**src/rtl/layer7_operand_sequencer_if.sv**
```systemverilog
// Bus between the layer-7 operand sequencer and its environment: scheduler
// handshake, input/weight/bias SRAM read ports, MAC operand/result lines and
// the result-buffer write port.
//   master : sequencer side (drives addresses, operands, result writes)
//   slave  : environment side (SRAMs, MAC, scheduler)
interface layer7_operand_sequencer_if #(
    parameter int unsigned ADDR_W = 10
);
    logic              start;
    logic              busy;
    logic              done;
    logic [ADDR_W-1:0] in_addr;
    logic [127:0]      in_rdata;
    logic [ADDR_W-1:0] w_addr;
    logic [127:0]      w_rdata;
    logic [ADDR_W-1:0] b_addr;
    logic [15:0]       b_rdata;
    logic              mac_clr;
    logic [127:0]      mac_input;
    logic [127:0]      mac_weight;
    logic [15:0]       mac_bias;
    logic [15:0]       mac_result;
    logic              res_we;
    logic [ADDR_W-1:0] res_addr;
    logic [15:0]       res_data;

    modport master (
        input  start, in_rdata, w_rdata, b_rdata, mac_result,
        output busy, done, in_addr, w_addr, b_addr, mac_clr, mac_input, mac_weight,
               mac_bias, res_we, res_addr, res_data
    );

    modport slave (
        output start, in_rdata, w_rdata, b_rdata, mac_result,
        input  busy, done, in_addr, w_addr, b_addr, mac_clr, mac_input, mac_weight,
               mac_bias, res_we, res_addr, res_data
    );
endinterface

```
**src/rtl/layer7_operand_sequencer.sv**
```systemverilog
// Layer-7 fully connected operand sequencer. For each output neuron j it clears
// the MAC, streams IN_WORDS input/weight word pairs from 1-cycle-latency SRAMs
// into the 8-lane MAC, supplies the neuron bias and writes the biased result.
// Ports:
//   clk  : clock, rising edge
//   rst  : asynchronous active-high reset
//   bus  : layer7_operand_sequencer_if.master (handshake, SRAM ports, MAC, result)
module layer7_operand_sequencer #(
    parameter int unsigned IN_WORDS    = 8,
    parameter int unsigned OUT_NEURONS = 10,
    parameter int unsigned ADDR_W      = 10
) (
    input logic                        clk,
    input logic                        rst,
    layer7_operand_sequencer_if.master bus
);
    localparam int unsigned KW = $clog2(IN_WORDS + 1);
    localparam logic [KW-1:0]     KLast   = KW'(IN_WORDS);
    localparam logic [ADDR_W-1:0] JLast   = ADDR_W'(OUT_NEURONS - 1);
    localparam logic [ADDR_W-1:0] WStride = ADDR_W'(IN_WORDS);

    typedef enum logic [1:0] {StIdle, StClr, StFeed, StWrite} state_e;

    state_e            state_q, state_d;
    logic [KW-1:0]     k_q, k_d;
    logic [ADDR_W-1:0] j_q, j_d;
    logic [ADDR_W-1:0] wbase_q, wbase_d;     // j * IN_WORDS, kept incrementally
    logic [ADDR_W-1:0] in_addr_q, in_addr_d;
    logic [ADDR_W-1:0] w_addr_q, w_addr_d;
    logic              done_q, done_d;
    logic              issue;
    logic              feed;
    logic              we;

    always_ff @(posedge clk or posedge rst) begin
        if (rst) begin
            state_q   <= StIdle;
            k_q       <= '0;
            j_q       <= '0;
            wbase_q   <= '0;
            in_addr_q <= '0;
            w_addr_q  <= '0;
            done_q    <= 1'b0;
        end else begin
            state_q   <= state_d;
            k_q       <= k_d;
            j_q       <= j_d;
            wbase_q   <= wbase_d;
            in_addr_q <= in_addr_d;
            w_addr_q  <= w_addr_d;
            done_q    <= done_d;
        end
    end

    always_comb begin
        state_d = state_q;
        k_d     = k_q;
        j_d     = j_q;
        wbase_d = wbase_q;
        done_d  = 1'b0;
        issue   = 1'b0;
        feed    = 1'b0;
        we      = 1'b0;

        unique case (state_q)
            StIdle: begin
                // A start landing on the done cycle belongs to the finished run.
                if (bus.start && !done_q) begin
                    j_d     = '0;
                    k_d     = '0;
                    wbase_d = '0;
                    state_d = StClr;
                end
            end
            StClr: begin
                issue   = 1'b1;
                state_d = StFeed;
            end
            StFeed: begin
                feed = 1'b1;
                // Data from the previous address arrives now; the final FEED
                // cycle only consumes.
                if (k_q != KLast) begin
                    issue = 1'b1;
                end else begin
                    state_d = StWrite;
                end
            end
            StWrite: begin
                we = 1'b1;
                if (j_q != JLast) begin
                    j_d     = j_q + ADDR_W'(1);
                    wbase_d = wbase_q + WStride;
                    k_d     = '0;
                    state_d = StClr;
                end else begin
                    done_d  = 1'b1;
                    state_d = StIdle;
                end
            end
            default: state_d = StIdle;
        endcase

        if (issue) begin
            k_d = k_q + KW'(1);
        end

        // Addresses are live in the issuing cycle and hold otherwise.
        in_addr_d = issue ? ADDR_W'(k_q) : in_addr_q;
        w_addr_d  = issue ? wbase_q + ADDR_W'(k_q) : w_addr_q;

        bus.busy       = (state_q != StIdle);
        bus.done       = done_q;
        bus.in_addr    = in_addr_d;
        bus.w_addr     = w_addr_d;
        bus.b_addr     = j_q;
        bus.mac_clr    = (state_q == StClr);
        // Zero operands outside FEED keep the accumulator unchanged.
        bus.mac_input  = feed ? bus.in_rdata : '0;
        bus.mac_weight = feed ? bus.w_rdata : '0;
        bus.mac_bias   = (state_q != StIdle) ? bus.b_rdata : '0;
        bus.res_we     = we;
        bus.res_addr   = j_q;
        bus.res_data   = we ? bus.mac_result : '0;
    end
endmodule

```
**src/flat_wrapper.sv**
```systemverilog
// flat-port wrapper written by rule: the top's interface ports become plain ports
module layer7_operand_sequencer_flat 
#(
    parameter int unsigned IN_WORDS    = 8,
    parameter int unsigned OUT_NEURONS = 10,
    parameter int unsigned ADDR_W      = 10
)
  (clk, rst, bus_start, bus_in_rdata, bus_w_rdata, bus_b_rdata, bus_mac_result, bus_busy, bus_done, bus_in_addr, bus_w_addr, bus_b_addr, bus_mac_clr, bus_mac_input, bus_mac_weight, bus_mac_bias, bus_res_we, bus_res_addr, bus_res_data);
  layer7_operand_sequencer_if #(.ADDR_W(ADDR_W)) bus_i ();
  input logic clk;
  input logic rst;
  input wire logic [$bits(bus_i.start)-1:0] bus_start;
  input wire logic [$bits(bus_i.in_rdata)-1:0] bus_in_rdata;
  input wire logic [$bits(bus_i.w_rdata)-1:0] bus_w_rdata;
  input wire logic [$bits(bus_i.b_rdata)-1:0] bus_b_rdata;
  input wire logic [$bits(bus_i.mac_result)-1:0] bus_mac_result;
  output wire logic [$bits(bus_i.busy)-1:0] bus_busy;
  output wire logic [$bits(bus_i.done)-1:0] bus_done;
  output wire logic [$bits(bus_i.in_addr)-1:0] bus_in_addr;
  output wire logic [$bits(bus_i.w_addr)-1:0] bus_w_addr;
  output wire logic [$bits(bus_i.b_addr)-1:0] bus_b_addr;
  output wire logic [$bits(bus_i.mac_clr)-1:0] bus_mac_clr;
  output wire logic [$bits(bus_i.mac_input)-1:0] bus_mac_input;
  output wire logic [$bits(bus_i.mac_weight)-1:0] bus_mac_weight;
  output wire logic [$bits(bus_i.mac_bias)-1:0] bus_mac_bias;
  output wire logic [$bits(bus_i.res_we)-1:0] bus_res_we;
  output wire logic [$bits(bus_i.res_addr)-1:0] bus_res_addr;
  output wire logic [$bits(bus_i.res_data)-1:0] bus_res_data;
  assign bus_i.start = bus_start;
  assign bus_i.in_rdata = bus_in_rdata;
  assign bus_i.w_rdata = bus_w_rdata;
  assign bus_i.b_rdata = bus_b_rdata;
  assign bus_i.mac_result = bus_mac_result;
  assign bus_busy = bus_i.busy;
  assign bus_done = bus_i.done;
  assign bus_in_addr = bus_i.in_addr;
  assign bus_w_addr = bus_i.w_addr;
  assign bus_b_addr = bus_i.b_addr;
  assign bus_mac_clr = bus_i.mac_clr;
  assign bus_mac_input = bus_i.mac_input;
  assign bus_mac_weight = bus_i.mac_weight;
  assign bus_mac_bias = bus_i.mac_bias;
  assign bus_res_we = bus_i.res_we;
  assign bus_res_addr = bus_i.res_addr;
  assign bus_res_data = bus_i.res_data;
  layer7_operand_sequencer #(.IN_WORDS(IN_WORDS), .OUT_NEURONS(OUT_NEURONS), .ADDR_W(ADDR_W)) u_core (.clk(clk), .rst(rst), .bus(bus_i));
endmodule
```
**config.mk**
```make
export PLATFORM = sky130hd
export DESIGN_NAME = layer7_operand_sequencer_flat
export DESIGN_NICKNAME = d
export VERILOG_FILES = /design/src/rtl/layer7_operand_sequencer_if.sv /design/src/rtl/layer7_operand_sequencer.sv /design/src/flat_wrapper.sv
export SDC_FILE = /design/constraint.sdc
export NUM_CORES = 1
export LEC_CHECK = 0
export BUFFER_PORTS_ARGS = -buffer_cell sky130_fd_sc_hd__buf_4
export CORE_AREA = 2 2 241 243
export DETAILED_ROUTE_END_ITERATION = 7
export DIE_AREA = 0 0 243 245
export MAX_ROUTING_LAYER = met4
export PLACE_DENSITY_LB_ADDON = 0.25
export REMOVE_ABC_BUFFERS = 1
export SLEW_MARGIN = 20
export SYNTH_ARGS = -nofsm -noshare
export SYNTH_HDL_FRONTEND = slang
export SYNTH_SLANG_ARGS = --single-unit
```
**constraint.sdc**
```tcl
create_clock -name clk -period 3 [get_ports clk]
set_input_delay 0.3 -clock clk [delete_from_list [all_inputs] [get_ports clk]]
set_output_delay 0.3 -clock clk [all_outputs]
set_load 0.03 [all_outputs]
```
==> reports/metrics.yaml <==
critical_path:
  cp.depth: 8
  r2r_start: "u_core.state_q[1]$_DFFE_PP0P_"
  cp-endpoint: "bus_in_addr[1]"
  max_stage_delay_ns: 0.45
  start_kind: "flip-flop"
  r2r_cells: 5
  critical-path-top-delay-family: "buffers and inverters"
  ff2ff_setup_slack_ns: 0.66
  critPathKind: "reg -> out"
  endpoint_kind: "output pin"
  worst_ep_arrival_time_ns: 2.28
  path_buf_inv: 3
  path_cells: "inv_1 > ha_1 > nand3b_1 > a21o_2 > and2_1 > buf_4 > mux2_1 > buf_4"
  required_ns: 2.70
  cp-startpoint: "u_core.k_q[0]$_DFFE_PP0P_"
  cpMostUsedCell: "buf_4"
  crit_slowest_cell: "dfrtp_1"
  r2r-end: "u_core.bus.b_addr[6]$_DFFE_PP0P_"
  path_max_fanout: 14
synthesis:
  yosysSeqAreaShare: 0.2584
  post-synth-top-count-cell: "and2_1"
  yosysTopAreaCell: "and2_1"
  yosys_most_used_dff: "dfrtp_1"
  yosysUniqueCellTypes: 43
  postSynthAreaPerCell_sq_um: 7.789
  ys_seq_elements: 44
  synth_edf_count: 0
  async_flop_share: 1.000
  synth_largest_type_area_fraction: 0.4023
  synth_common_cells: "and2_1, dfrtp_1, clkbuf_1, nor2b_1, o21ai_0"
  yosys_warnings: 0
  synth_cells: 547
  synth_area_sq_mm: 0.004260
  synth.area.top_cells: "and2_1, dfrtp_1, nor2b_1"
timing:
  fin_crit_sh: 0.8613
  period_minus_slack_ns: 2.584
  hold_slack_ns: 0.1327
  drv_slew: 0
  setup_tns_ns: 0
  tightest_slew_ns: 0.8239
  max_slew_margin: 0.4507
  finalHoldViolations: 0
  clock_skew_ns: 0.005895
  fmax_mhz: 387.0
  finalSetupViolCount: 0
  rsz0062_at_grt: "no"
routing:
  ant_nets: 0
  wl_mm: 31.36
  drc: 0
  drtPass1Iterations: 4
  routed_via_density: 3.127
  via_count: 5954
  routedWlPerCell_um: 16.47
  dr.first_iter.drc_count: 313
place:
  dp_hpwl_mm: 27.24
  dp.cells: 1889
  placement.io_buffers: 622
  gp_congestion: 0.9487
cts:
  post_cts_buffers: 0
  clock_latency_ns: 0.30
  cts_resized: 0
  clk_path_buf_depth: 2
  cts_hold_buf: 0
  numCtsBuffers: 5
  h-tree-depth: 2
  cts_tree: "built"
  cts.clk_slew.worst_paths_ns: 0.06
  clock_sinks: 44
  clockRootBuffer: "clkbuf_16"
pwr:
  peakVddDrop_uv: 499.1
  leakage_nw: 5.139
  power.switching_w: 0.004531
  powerDensity_mw_per_mm2: 816.5
  p_int_w: 0.003560
  combPwrFrac: 0.814
  fin_total_pwr_w: 0.008091
  pwr-share-seq: 0.104
  power.share.switching: 0.5600
  pwr-share-clk: 0.082
floorplan:
  die_w_um: 243
  core_sq_mm: 0.05703
  io_pins: 623
  start_util: 0.07470
  num_rows: 88
  die_y_um: 245
  die-area_sq_mm: 0.05954
global_route:
  antenna_found_initial: 18
  grt_usage: 0.09726
  first_global_vias: 5567
  grt_max_degree: 134
  grt-ovfl-total: 0
  grt_pass1_wl_mm: 41.34
run:
  maxCapViolations: 0
hold_path:
  hold_class: "in -> async"
finish:
  fin_cells: 1904
  utilization: 0.1737
  area_delta_synth_final_pct: 132.6
  fin_nets: 1432
  drive_gt1_frac: 0.5822
run_status:
  status: "finished, final reports clean"
==> final cells by class <==
| class | count | area [sq um] |
|---|---|---|
| antenna | 7 | 17.52 |
| clock buffer | 6 | 138.9 |
| clock inverter | 2 | 38.79 |
| fill | 6440 | 47130 |
| inverter | 13 | 50.05 |
| multi-input combinational | 437 | 2851 |
| sequential | 44 | 1101 |
| tap | 765 | 957.2 |
| timing repair buffer | 630 | 4755 |
==> registers in the layout, summed over array words and instances, names as in the netlist <==
register / count
u_core.in_addr_q: 10
u_core.w_addr_q: 10
u_core.state_q: 2
u_core.bus.b_addr: 10
u_core.wbase_q: 7
u_core.k_q: 4
u_core.bus.done: 1
==> power groups by stage <==
stage          registers (W)  clock network, W  logic (W)
2_1_floorplan       0.000891                 0    0.00379
3_3_place_gp        0.000845                 0    0.00672
3_5_place_dp        0.000848                 0    0.00668
4_1_cts             0.000838          0.000685    0.00669
5_1_grt             0.000858          0.000708    0.00697
6_report            0.000838          0.000666    0.00659
==> how the worst min path moves through the flow <==
| stage | start | to | slack [ns] | depth (start not counted) |
|---|---|---|---|---|
| detailed placement | u_core.in_addr_q[1]$_DFF_PP0_ | u_core.in_addr_q[1]$_DFF_PP0_ | 0.48 | 1 |
| global route | rst | u_core.in_addr_q[5]$_DFF_PP0_ | 0.20 | 2 |
| floorplan | u_core.wbase_q[3]$_DFFE_PP0P_ | u_core.wbase_q[3]$_DFFE_PP0P_ | 0.51 | 1 |
| CTS | rst | u_core.in_addr_q[4]$_DFF_PP0_ | 0.29 | 2 |
| finish | rst | u_core.in_addr_q[9]$_DFF_PP0_ | 0.13 | 2 |
| global placement | u_core.in_addr_q[1]$_DFF_PP0_ | u_core.in_addr_q[1]$_DFF_PP0_ | 0.48 | 1 |
==> routing by layer <==
metal | global-route usage | share of wire | vias up
met3 | 0.01968 | 0.063 | 40
met5 | - | 0 | -
met1 | 0.1074 | 0.38 | 2737
li1 | - | - | 2904
met2 | 0.1782 | 0.54 | 273
met4 | 0.02400 | 0.021 | 0
==> cell families (layout without fill, tap and decap cells) <==
| family | after synthesis | in the layout | share of synthesized area |
|---|---|---|---|
| flops | 44 | 44 | 0.2584 |
| mux | 13 | 13 | 0.03407 |
| compound gates | 58 | 58 | 0.08723 |
| fa+ha+maj | 10 | 10 | 0.02937 |
| xor+xnor | 7 | 7 | 0.01439 |
| buf+inv | 66 | 651 | 0.07518 |
| simple gates | 349 | 349 | 0.5013 |
| other cells | 0 | 7 | 0 |
==> cell usage in the layout, fill, tap and decap left out, types with 3 or more instances in the layout <==
cell       Yosys  layout
buf_4         13     628
and2_1       274     274
dfrtp_1       44      44
nor2b_1       22      22
o21ai_0       18      18
nand2_1       15      15
inv_1         13      12
nand3_1       12      12
a21oi_1       11      11
mux2_2        11      11
a31oi_1       11      11
ha_1          10       9
diode_2        0       7
xnor2_1        7       7
nor2_1         5       5
o211ai_1       5       5
clkbuf_16      0       5
o31a_1         3       3
nor3_1         3       3
==> stage by stage <==
step,cell area [sq um],worst slack (ns)
5_1_grt,9907,0.2617
4_1_cts,9891,0.4020
6_report,9910,0.4162
3_3_place_gp,9713,0.6401
3_5_place_dp,9713,0.6573
2_1_floorplan,3989,-2.126
Power figures use the tool's default switching activity.
